**src/rtl/pe_seq_pkg.sv**
```systemverilog
// Shared types and PE control encodings for the PE convolution sequencer.
package pe_seq_pkg;

    typedef enum logic [1:0] {
        S_IDLE  = 2'd0,
        S_LOADW = 2'd1,
        S_LSB   = 2'd2,
        S_MSB   = 2'd3
    } seq_state_e;

    localparam logic [2:0] CTRL_STOREW = 3'b001;
    localparam logic [2:0] CTRL_LSB    = 3'b010;
    localparam logic [2:0] CTRL_CIRC   = 3'b100;

endpackage

```
**src/rtl/pe_seq_fifo.sv**
```systemverilog
// First-word-fall-through result FIFO, 16-bit entries, power-of-two depth.
// Push and pop in the same cycle are accepted at any occupancy, including full.
module pe_seq_fifo #(
    parameter int DEPTH = 4
) (
    input  logic                     clk,
    input  logic                     rst_n,
    input  logic                     push,
    input  logic [15:0]              push_data,
    input  logic                     pop,
    output logic                     empty,
    output logic [$clog2(DEPTH):0]   count,
    output logic [15:0]              head
);

    localparam int AW = $clog2(DEPTH);
    localparam logic [AW:0] FULL_CNT = (AW+1)'(DEPTH);

    logic [15:0]   mem [DEPTH];
    logic [AW-1:0] wr_ptr;
    logic [AW-1:0] rd_ptr;
    logic          do_push;
    logic          do_pop;

    assign empty   = (count == '0);
    assign do_pop  = pop && !empty;
    // A full FIFO can still take a push when the head leaves in the same cycle.
    assign do_push = push && ((count != FULL_CNT) || do_pop);
    assign head    = empty ? 16'h0000 : mem[rd_ptr];

    always_ff @(posedge clk) begin
        if (!rst_n) begin
            wr_ptr <= '0;
            rd_ptr <= '0;
            count  <= '0;
        end else begin
            if (do_push) wr_ptr <= wr_ptr + 1'b1;
            if (do_pop)  rd_ptr <= rd_ptr + 1'b1;
            count <= count + (AW+1)'(do_push) - (AW+1)'(do_pop);
        end
    end

    always_ff @(posedge clk) begin
        if (do_push) mem[wr_ptr] <= push_data;
    end

endmodule

```
**src/rtl/pe_conv_sequencer.sv**
```systemverilog
// Sequences weight loads and two-byte operand issues into an 8-bit PE and
// collects {MSB, LSB} results in order. Optional counters: SEQ_PERF_EN.
module pe_conv_sequencer
    import pe_seq_pkg::*;
#(
    parameter int RES_LAT    = 2,
    parameter int FIFO_DEPTH = 4
) (
    input  logic        clk,
    input  logic        rst_n,
    input  logic        w_valid,
    input  logic [3:0]  w_code,
    output logic        w_ready,
    input  logic        op_valid,
    input  logic [7:0]  op_x,
    input  logic [15:0] op_y,
    output logic        op_ready,
    output logic [7:0]  pe_xorw,
    output logic [7:0]  pe_yin,
    output logic [2:0]  pe_ctrl,
    input  logic [7:0]  pe_y_out,
    output logic        res_valid,
    output logic [15:0] res_data,
    input  logic        res_ready,
    output logic        busy
`ifdef SEQ_PERF_EN
    ,
    output logic [31:0] perf_ops,
    output logic [31:0] perf_stall
`endif
);

    localparam int CW = $clog2(FIFO_DEPTH) + 1;

    seq_state_e         state;
    logic [7:0]         y_hi;
    logic [RES_LAT+1:1] tags;
    logic [7:0]         lsb_hold;
    logic [CW-1:0]      fifo_count;
    logic               fifo_empty;
    logic [7:0]         in_flight;
    logic [7:0]         free_slots;
    logic               credit_ok;
    logic               accept;
    logic               push;
    logic               pop;

    // Each op owns exactly one tag bit from its LSB slot until its FIFO push.
    always_comb begin
        in_flight = '0;
        for (int i = 1; i <= RES_LAT + 1; i++) begin
            in_flight = in_flight + 8'(tags[i]);
        end
    end

    assign free_slots = 8'(FIFO_DEPTH) - 8'(fifo_count);
    assign credit_ok  = free_slots > in_flight;
    assign op_ready   = rst_n && ((state == S_IDLE) || (state == S_MSB)) && !w_valid && credit_ok;
    assign accept     = op_valid && op_ready;
    assign push       = tags[RES_LAT+1];
    assign res_valid  = !fifo_empty;
    assign pop        = res_valid && res_ready;
    assign busy       = (state != S_IDLE) || (|tags);

    always_ff @(posedge clk) begin
        if (!rst_n) begin
            state   <= S_IDLE;
            pe_ctrl <= CTRL_CIRC;
            pe_xorw <= '0;
            pe_yin  <= '0;
            w_ready <= 1'b0;
            y_hi    <= '0;
        end else begin
            w_ready <= 1'b0;
            case (state)
                S_IDLE, S_MSB: begin
                    if (accept) begin
                        state   <= S_LSB;
                        pe_ctrl <= CTRL_LSB;
                        pe_xorw <= op_x;
                        pe_yin  <= op_y[7:0];
                        y_hi    <= op_y[15:8];
                    end else if ((state == S_IDLE) && w_valid && (tags == '0)) begin
                        state   <= S_LOADW;
                        pe_ctrl <= CTRL_STOREW;
                        pe_xorw <= {4'b0000, w_code};
                        pe_yin  <= '0;
                        w_ready <= 1'b1;
                    end else begin
                        state   <= S_IDLE;
                        pe_ctrl <= CTRL_CIRC;
                        pe_xorw <= '0;
                        pe_yin  <= '0;
                    end
                end
                S_LSB: begin
                    // pe_xorw keeps the multiplicand for the circulate byte.
                    state   <= S_MSB;
                    pe_ctrl <= CTRL_CIRC;
                    pe_yin  <= y_hi;
                end
                default: begin
                    state   <= S_IDLE;
                    pe_ctrl <= CTRL_CIRC;
                    pe_xorw <= '0;
                    pe_yin  <= '0;
                end
            endcase
        end
    end

    // RES_LAT must be at least 1 so the LSB capture precedes the MSB push.
    always_ff @(posedge clk) begin
        if (!rst_n) begin
            tags     <= '0;
            lsb_hold <= '0;
        end else begin
            tags <= {tags[RES_LAT:1], (state == S_LSB)};
            if (tags[RES_LAT]) lsb_hold <= pe_y_out;
        end
    end

    pe_seq_fifo #(
        .DEPTH(FIFO_DEPTH)
    ) u_fifo (
        .clk       (clk),
        .rst_n     (rst_n),
        .push      (push),
        .push_data ({pe_y_out, lsb_hold}),
        .pop       (pop),
        .empty     (fifo_empty),
        .count     (fifo_count),
        .head      (res_data)
    );

`ifdef SEQ_PERF_EN
    always_ff @(posedge clk) begin
        if (!rst_n) begin
            perf_ops   <= '0;
            perf_stall <= '0;
        end else begin
            if (accept) perf_ops <= perf_ops + 32'd1;
            if (op_valid && !op_ready) perf_stall <= perf_stall + 32'd1;
        end
    end
`endif

endmodule

```
**config.mk**
```make
export PLATFORM = sky130hd
export DESIGN_NAME = pe_conv_sequencer
export DESIGN_NICKNAME = d
export VERILOG_FILES = /design/src/rtl/pe_seq_pkg.sv /design/src/rtl/pe_seq_fifo.sv /design/src/rtl/pe_conv_sequencer.sv
export SDC_FILE = /design/constraint.sdc
export NUM_CORES = 1
export LEC_CHECK = 0
export CAP_MARGIN = 20
export CORE_MARGIN = 5
export CORE_UTILIZATION = 50
export CTS_BUF_LIST = sky130_fd_sc_hd__clkbuf_8
export CTS_CLUSTER_DIAMETER = 50
export DETAILED_ROUTE_END_ITERATION = 10
export DONT_BUFFER_PORTS = 1
export PLACE_DENSITY = 0.7
export SLEW_MARGIN = 10
export SYNTH_ARGS = -nofsm -noshare
export SYNTH_HDL_FRONTEND = slang
export SYNTH_SLANG_ARGS = --single-unit
```
**constraint.sdc**
```tcl
create_clock -name clk -period 4.5 [get_ports clk]
set_clock_uncertainty 0.2 [all_clocks]
set_input_delay 0.45 -clock clk [delete_from_list [all_inputs] [get_ports clk]]
set_output_delay 0.45 -clock clk [all_outputs]
set_load 0.01 [all_outputs]
```
Word-level counts from Yosys, hierarchy flattened

Memories as Yosys holds them, arrays and structs flattened. A register that Yosys moved wholly into a read port is not among the register bits.
Cells that the tools add are included.

Add/subtract/negate cells: 7
Magnitude comparators: 1
Equal/unequal tests: 3
Multiplexer cells: 16
Bitwise logic cells: 2
Reductions and logical operators: 23

Operator list:

| operator                                                          | number |
|---|---|
| 8-bit one-hot mux with 2 select lines                             | 2 |
| 16-bit two-way mux                                                | 1 |
| 8-bit two-way mux                                                 | 2 |
| 1-bit logical AND                                                 | 9 |
| 8-bit by 3-bit greater-than comparator with 1-bit output          | 1 |
| 3-bit logical NOT                                                 | 2 |
| 2-bit two-way mux                                                 | 3 |
| 3-bit two-way mux                                                 | 2 |
| 3-bit OR reduction                                                | 2 |
| 2-bit by 1-bit adder with 2-bit output, second input constant     | 2 |
| 2-bit == test, second input constant                              | 2 |
| 1-bit two-way mux                                                 | 4 |
| 4-bit two-way mux                                                 | 1 |
| 2-bit one-hot mux with 2 select lines                             | 1 |
| 2-bit AND reduction                                               | 2 |
| 3-bit by 3-bit subtractor with 4-bit output, first input constant | 1 |
| 2-bit by 1-bit adder with 3-bit output                            | 1 |
| 3-bit by 1-bit adder with 3-bit output                            | 1 |
| 1-bit logical OR                                                  | 3 |
| 3-bit inequality test, second input constant                      | 1 |
| 3-bit by 1-bit subtractor with 3-bit output                       | 1 |
| 1-bit by 1-bit adder with 2-bit output                            | 1 |
| 1-bit logical NOT                                                 | 2 |
| 2-bit logical NOT                                                 | 1 |
| other kinds (3)                                                   | 4 |

Bits in registers: 48
Bits in writable memories: 64
Input port bits: 41
Output and inout bits: 39
Word-level logic and storage cells: 65
Memories: 1

Memories:

| memory     | depth | width | read ports | clocked after memory_dff | write ports | RTL line          | source |
|---|---|---|---|---|---|---|---|
| u_fifo.mem | 4     | 16    | 1          | 1                        | 1           | pe_seq_fifo.sv:19 | `logic [15:0] mem [DEPTH];` |

Logic depth before layout (Yosys ltp)

Depth after elaboration: 8
Mapped depth: 11
Depth with buffers taken out: 11

Hierarchy

From an unflattened synthesis, not the netlist that was laid out.

Cell total of the unflattened synthesis: 331
Area total of the unflattened synthesis: 4758.3 µm²

Modules (own cells, without submodules):

| module            | instances | cells an instance | area an instance (µm²) |
|---|---|---|---|
| pe_seq_fifo       | 1         | 151               | 2999.1 |
| pe_conv_sequencer | 1         | 180               | 1759.2 |

Least setup slack after synthesis

Ideal clock, no wire load.

Kind: register to register
Start point: register u_fifo.count[1]
End point: register u_fifo.count[2]
Setup time: 0.115 ns
Data arrival time: 2.110 ns
Slack: 2.075 ns
Stages on the path, launching flop included: 12
Path buffers: 0
Path through: dfxtp_1 inv_1 ha_1 ha_1 nor2b_1 ha_1 inv_1 ha_1 inv_1 fa_1 xnor2_1 and2_1

Cells in the longest elaborated chain, start to end: 8
Elaborated cells between the ends (all ways): 9
Classes of those cells: add/sub (2); eq/ne (1); reduce/logical (6)

RTL lines:

| item                                          | RTL line                                   | source |
|---|---|---|
| from (decl)                                   | pe_seq_fifo.sv:12                          | `output logic [$clog2(DEPTH):0] count,` |
| from (signal assigned)                        | pe_seq_fifo.sv:39                          | `count <= count + (AW+1)'(do_push) - (AW+1)'(do_pop);` |
| 3-bit logical NOT *                           | pe_seq_fifo.sv:25                          | `assign empty = (count == '0);` |
| 1-bit logical NOT *                           | pe_seq_fifo.sv:26, pe_conv_sequencer.sv:61 |  |
| 1-bit logical AND                             | pe_conv_sequencer.sv:62                    | `assign pop = res_valid && res_ready;` |
| 1-bit logical AND *                           | pe_seq_fifo.sv:26                          | `assign do_pop = pop && !empty;` |
| net u_fifo.do_pop                             | pe_seq_fifo.sv:23                          | `logic do_pop;` |
| 1-bit logical OR                              | pe_seq_fifo.sv:28                          | `assign do_push = push && ((count != FULL_CNT) \|\| do_pop);` |
| 1-bit logical AND                             | pe_seq_fifo.sv:28                          |  |
| 3-bit by 1-bit adder with 3-bit output        | pe_seq_fifo.sv:39                          |  |
| 3-bit by 1-bit subtractor with 3-bit output * | pe_seq_fifo.sv:39                          |  |

Mark *: on every way through the listed nets, which the timed path passes. The rest lies on a longest branch.
A chain may end at the register's enable or synchronous reset.

Final worst setup path

Start point: register tags[2] in the netlist's numbering
End point: register pe_xorw[3]

Cells in the longest elaborated chain, start to end: 7
Elaborated cells between the ends (all ways): 10
Classes of those cells: add/sub (2); order compare (1); mux (3); reduce/logical (4)

RTL lines:

| item                                                     | RTL line                 | source |
|---|---|---|
| from (decl)                                              | pe_conv_sequencer.sv:37  | `logic [RES_LAT+1:1] tags;` |
| from (signal assigned)                                   | pe_conv_sequencer.sv:118 | `tags <= {tags[RES_LAT:1], (state == S_LSB)};` |
| 1-bit by 1-bit adder with 2-bit output                   | pe_conv_sequencer.sv:52  | `in_flight = in_flight + 8'(tags[i]);` |
| 2-bit by 1-bit adder with 3-bit output                   | pe_conv_sequencer.sv:52  |  |
| 8-bit by 3-bit greater-than comparator with 1-bit output | pe_conv_sequencer.sv:57  | `assign credit_ok = free_slots > in_flight;` |
| 1-bit logical AND                                        | pe_conv_sequencer.sv:58  | `assign op_ready = rst_n && ((state == S_IDLE) \|\| (state == S_MSB)) && !w_valid && credit_ok;` |
| 1-bit logical AND                                        | pe_conv_sequencer.sv:59  | `assign accept = op_valid && op_ready;` |
| 8-bit two-way mux *                                      | pe_conv_sequencer.sv:77  | `if (accept) begin` |
| 8-bit one-hot mux with 2 select lines *                  | pe_conv_sequencer.sv:75  | `case (state)` |
| to (signal assigned)                                     | pe_conv_sequencer.sv:80  | `pe_xorw <= op_x;` |
| to (signal assigned)                                     | pe_conv_sequencer.sv:86  | `pe_xorw <= {4'b0000, w_code};` |
| to (decl)                                                | pe_conv_sequencer.sv:18  | `output logic [7:0] pe_xorw,` |

Every way passes the cells marked *; elsewhere a longest branch is shown, timed or not.

==> out/qor.yml <==
status:
  status: "finished clean"
finish:
  drive_gt1_share_pct: 13.78
  num-fill-cells: 640
  area_growth_pct: 18.66
  fin_nets: 415
  mostFrequentLayoutCells: "edfxtp_1 (64), dfxtp_1 (49), dlygate4sd3_1 (36)"
  layout_commonest_cell: "edfxtp_1"
timing:
  setup-violations-final: 0
  min_period_ns: 3.511
  fin_setup_tns_ns: 0
  rsz0062_at_grt: "false"
  period_share_pct: 78.01
  tightest_slew_ns: 0.9028
  slew_headroom_pct: 39.62
  drv_slew: 0
  whs_ns: 0.02121
  final_hold_viol_count: 0
  max_freq_mhz: 284.9
worst_setup_path:
  start_kind: "flop"
  worst_setup_path_end_kind: "flop"
  crit_fanout: 11
  cpMaxStageDelayCell: "dfxtp_1"
  worst_ep_arrival_time_ns: 3.67
  critPathRequiredTime_ns: 4.66
  slowest_delay_ns: 0.76
  crit_chain: "fa_1 -> ha_1 -> and2b_1 -> o21ai_0 -> a2111oi_4 -> a221o_1 -> dlygate4sd3_1"
  cp_num_buf_inv: 1
  path_delay_family: "compound AO/OA/AOI/OAI gates"
  crit_type: "reg2reg"
cts:
  tritoncts: "done"
  cts_htree_levels: 4
  clkTransAtPathRegs_ns: 0.07
  numCtsBuffers: 17
  clk_latency_ns: 0.41
  cts_root_buffer: "clkbuf_8"
  clock-sinks: 113
  clockBufferDepth: 2
synth:
  netlist.area_leader.share_pct: 42.33
  yosysWarnings: 0
  avgSynthCellArea_um2: 14.46
  synth_area_leader_cell: "edfxtp_1"
  synth_nets: 372
  ys_types: 35
  synth_area_um2: 4541
  synth-seq-area-share_pct: 63.93
  ys_top_cells_by_area: "edfxtp_1 (42%), dfxtp_1 (22%), mux4_2 (7.9%)"
  synth_seq_cells: 113
  syn_inst: 314
route:
  routed.top_layer: "met4"
  wl_per_cell_um: 18.00
  dr_wl_met2_mm: 4.239
  first_pass_iters: 5
  ant_nets: 0
  wl_met3_um: 528
  drc_errors: 0
  vias: 2601
  drt_iter0_drc: 89
  post_drt_via_cell_ratio: 5.430
  wirelength_mm: 8.621
  met1_length_mm: 3.683
global_route:
  track_usage_pct: 16.70
  grt_pass1_wl_mm: 14.28
  grt_max_degree: 28
  grt_pass1_vias: 2847
  antenna_found_initial: 1
  grt-ovfl-total: 0
pwr:
  p_leak_uw: 0.001883
  design_power_total_uw: 2863
  p_per_area_nw_per_um2: 531.3
  peakVddDrop_mv: 0.3040
floorplan:
  die_w_um: 105.3
  boundaryPins: 80
  die-area_um2: 11090
  initial_utilization_pct: 51.56
  core_um2: 8806
  dieHeight_um: 105.3
  rows: 34
placed_design:
  io_buffers: 0
  gp_congestion: 0.7101
  hpwl_mm: 5.065
min_path:
  worst_hold_path_type: "in2reg"
job:
  maxCapViolCount: 0
-- power breakdown --
part	total [uW]	switching (uW)	internal, uW
combinational	721	397	324
sequential	1230	76.4	1150
clock	912	381	531
total	2860	854	2010
-- worst register-to-register path, stage by stage, from the launching register on --
cell and delay [ns]:
dfxtp_1 0.76, fa_1 0.55, ha_1 0.19, and2b_1 0.20, o21ai_0 0.15, a2111oi_4 0.63
a221o_1 0.24, dlygate4sd3_1 0.55
-- worst paths after layout --
check / start / to / slack (ns) / depth (start not counted)
max: tags[2] / pe_xorw[3] / 0.99 / 7
min: pe_y_out[2] / lsb_hold[2] / 0.02 / 2
max reg2reg: tags[2] / pe_xorw[3] / 0.99 / 7
min reg2reg: y_hi[4] / y_hi[4] / 0.26 / 2
-- cells by family (layout without fill, tap and decap cells) --
family	count (synthesis)	count (layout)	share of synthesized area (%)
compound gates	43	43	6.972
simple gates	81	81	10.36
buf+inv	31	87	3.031
flops	113	113	63.93
xor+xnor	4	4	0.7717
other cells	0	1	0
mux	25	25	9.920
fa+ha+maj	17	17	5.015
-- sequential cells by signal, indices dropped and copies added, names as in the netlist, named ones only --
signal	cells
pe_yin	8
u_fifo.rd_ptr	2
y_hi	8
u_fifo.mem	64
u_fifo.count	3
pe_ctrl	2
lsb_hold	8
pe_xorw	8
w_ready	1
state	2
u_fifo.wr_ptr	2
tags	3
-- stage by stage --
step	instance area, um2	setup slack (ns)	instances	util (%)
3_3_place_gp	4606	1.560	408	52.30
6_report	5388	0.9894	479	61.18
3_5_place_dp	4606	1.545	408	52.30
4_1_cts	5350	1.046	476	60.76
2_1_floorplan	4541	2.075	314	-
5_1_grt	5388	0.8019	479	61.18
-- per-layer routing --
layer  up-vias  global-route usage, %
met4         0                  6.279
met3        15                  6.418
met5         -                      0
met2        87                  26.78
met1      1268                  20.57
li1       1231                      -
-- area by class of cell --
class	instances	area, um2	area share [%]
antenna	1	2.502	0.04645
clock buffer	17	234.0	4.343
clock inverter	15	150.1	2.787
inverter	16	60.06	1.115
multi-input combinational	170	1500	27.84
sequential	113	2903	53.88
tap	108	135.1	2.508
timing repair buffer	39	402.9	7.478
-- cells in the mapped netlist, drive strengths merged --
library cell,n
nor2,1
dfxtp,49
a22o,4
mux4,16
and3,4
ha,15
a211oi,1
and2b,1
fa,2
mux2i,9
xor2,1
and2,29
edfxtp,64
nor2b,14
nor4b,1
nand2b,2
clkbuf,7
a21oi,1
o21a,4
nand2,19
buf,8
o211ai,8
a2111oi,1
inv,16
nor3b,1
nand3,9
xnor2,3
a221o,4
o21ai,20
-- repair_timing --
action                                  in CTS  in global routing
buffers inserted                             0                  0
hold endpoints to repair                    76                  0
hold buffers                                36                  0
endpoints found under the setup margin       0                  0
resized for setup                            0                  0
No activity file was read; power rests on OpenSTA's default activity.
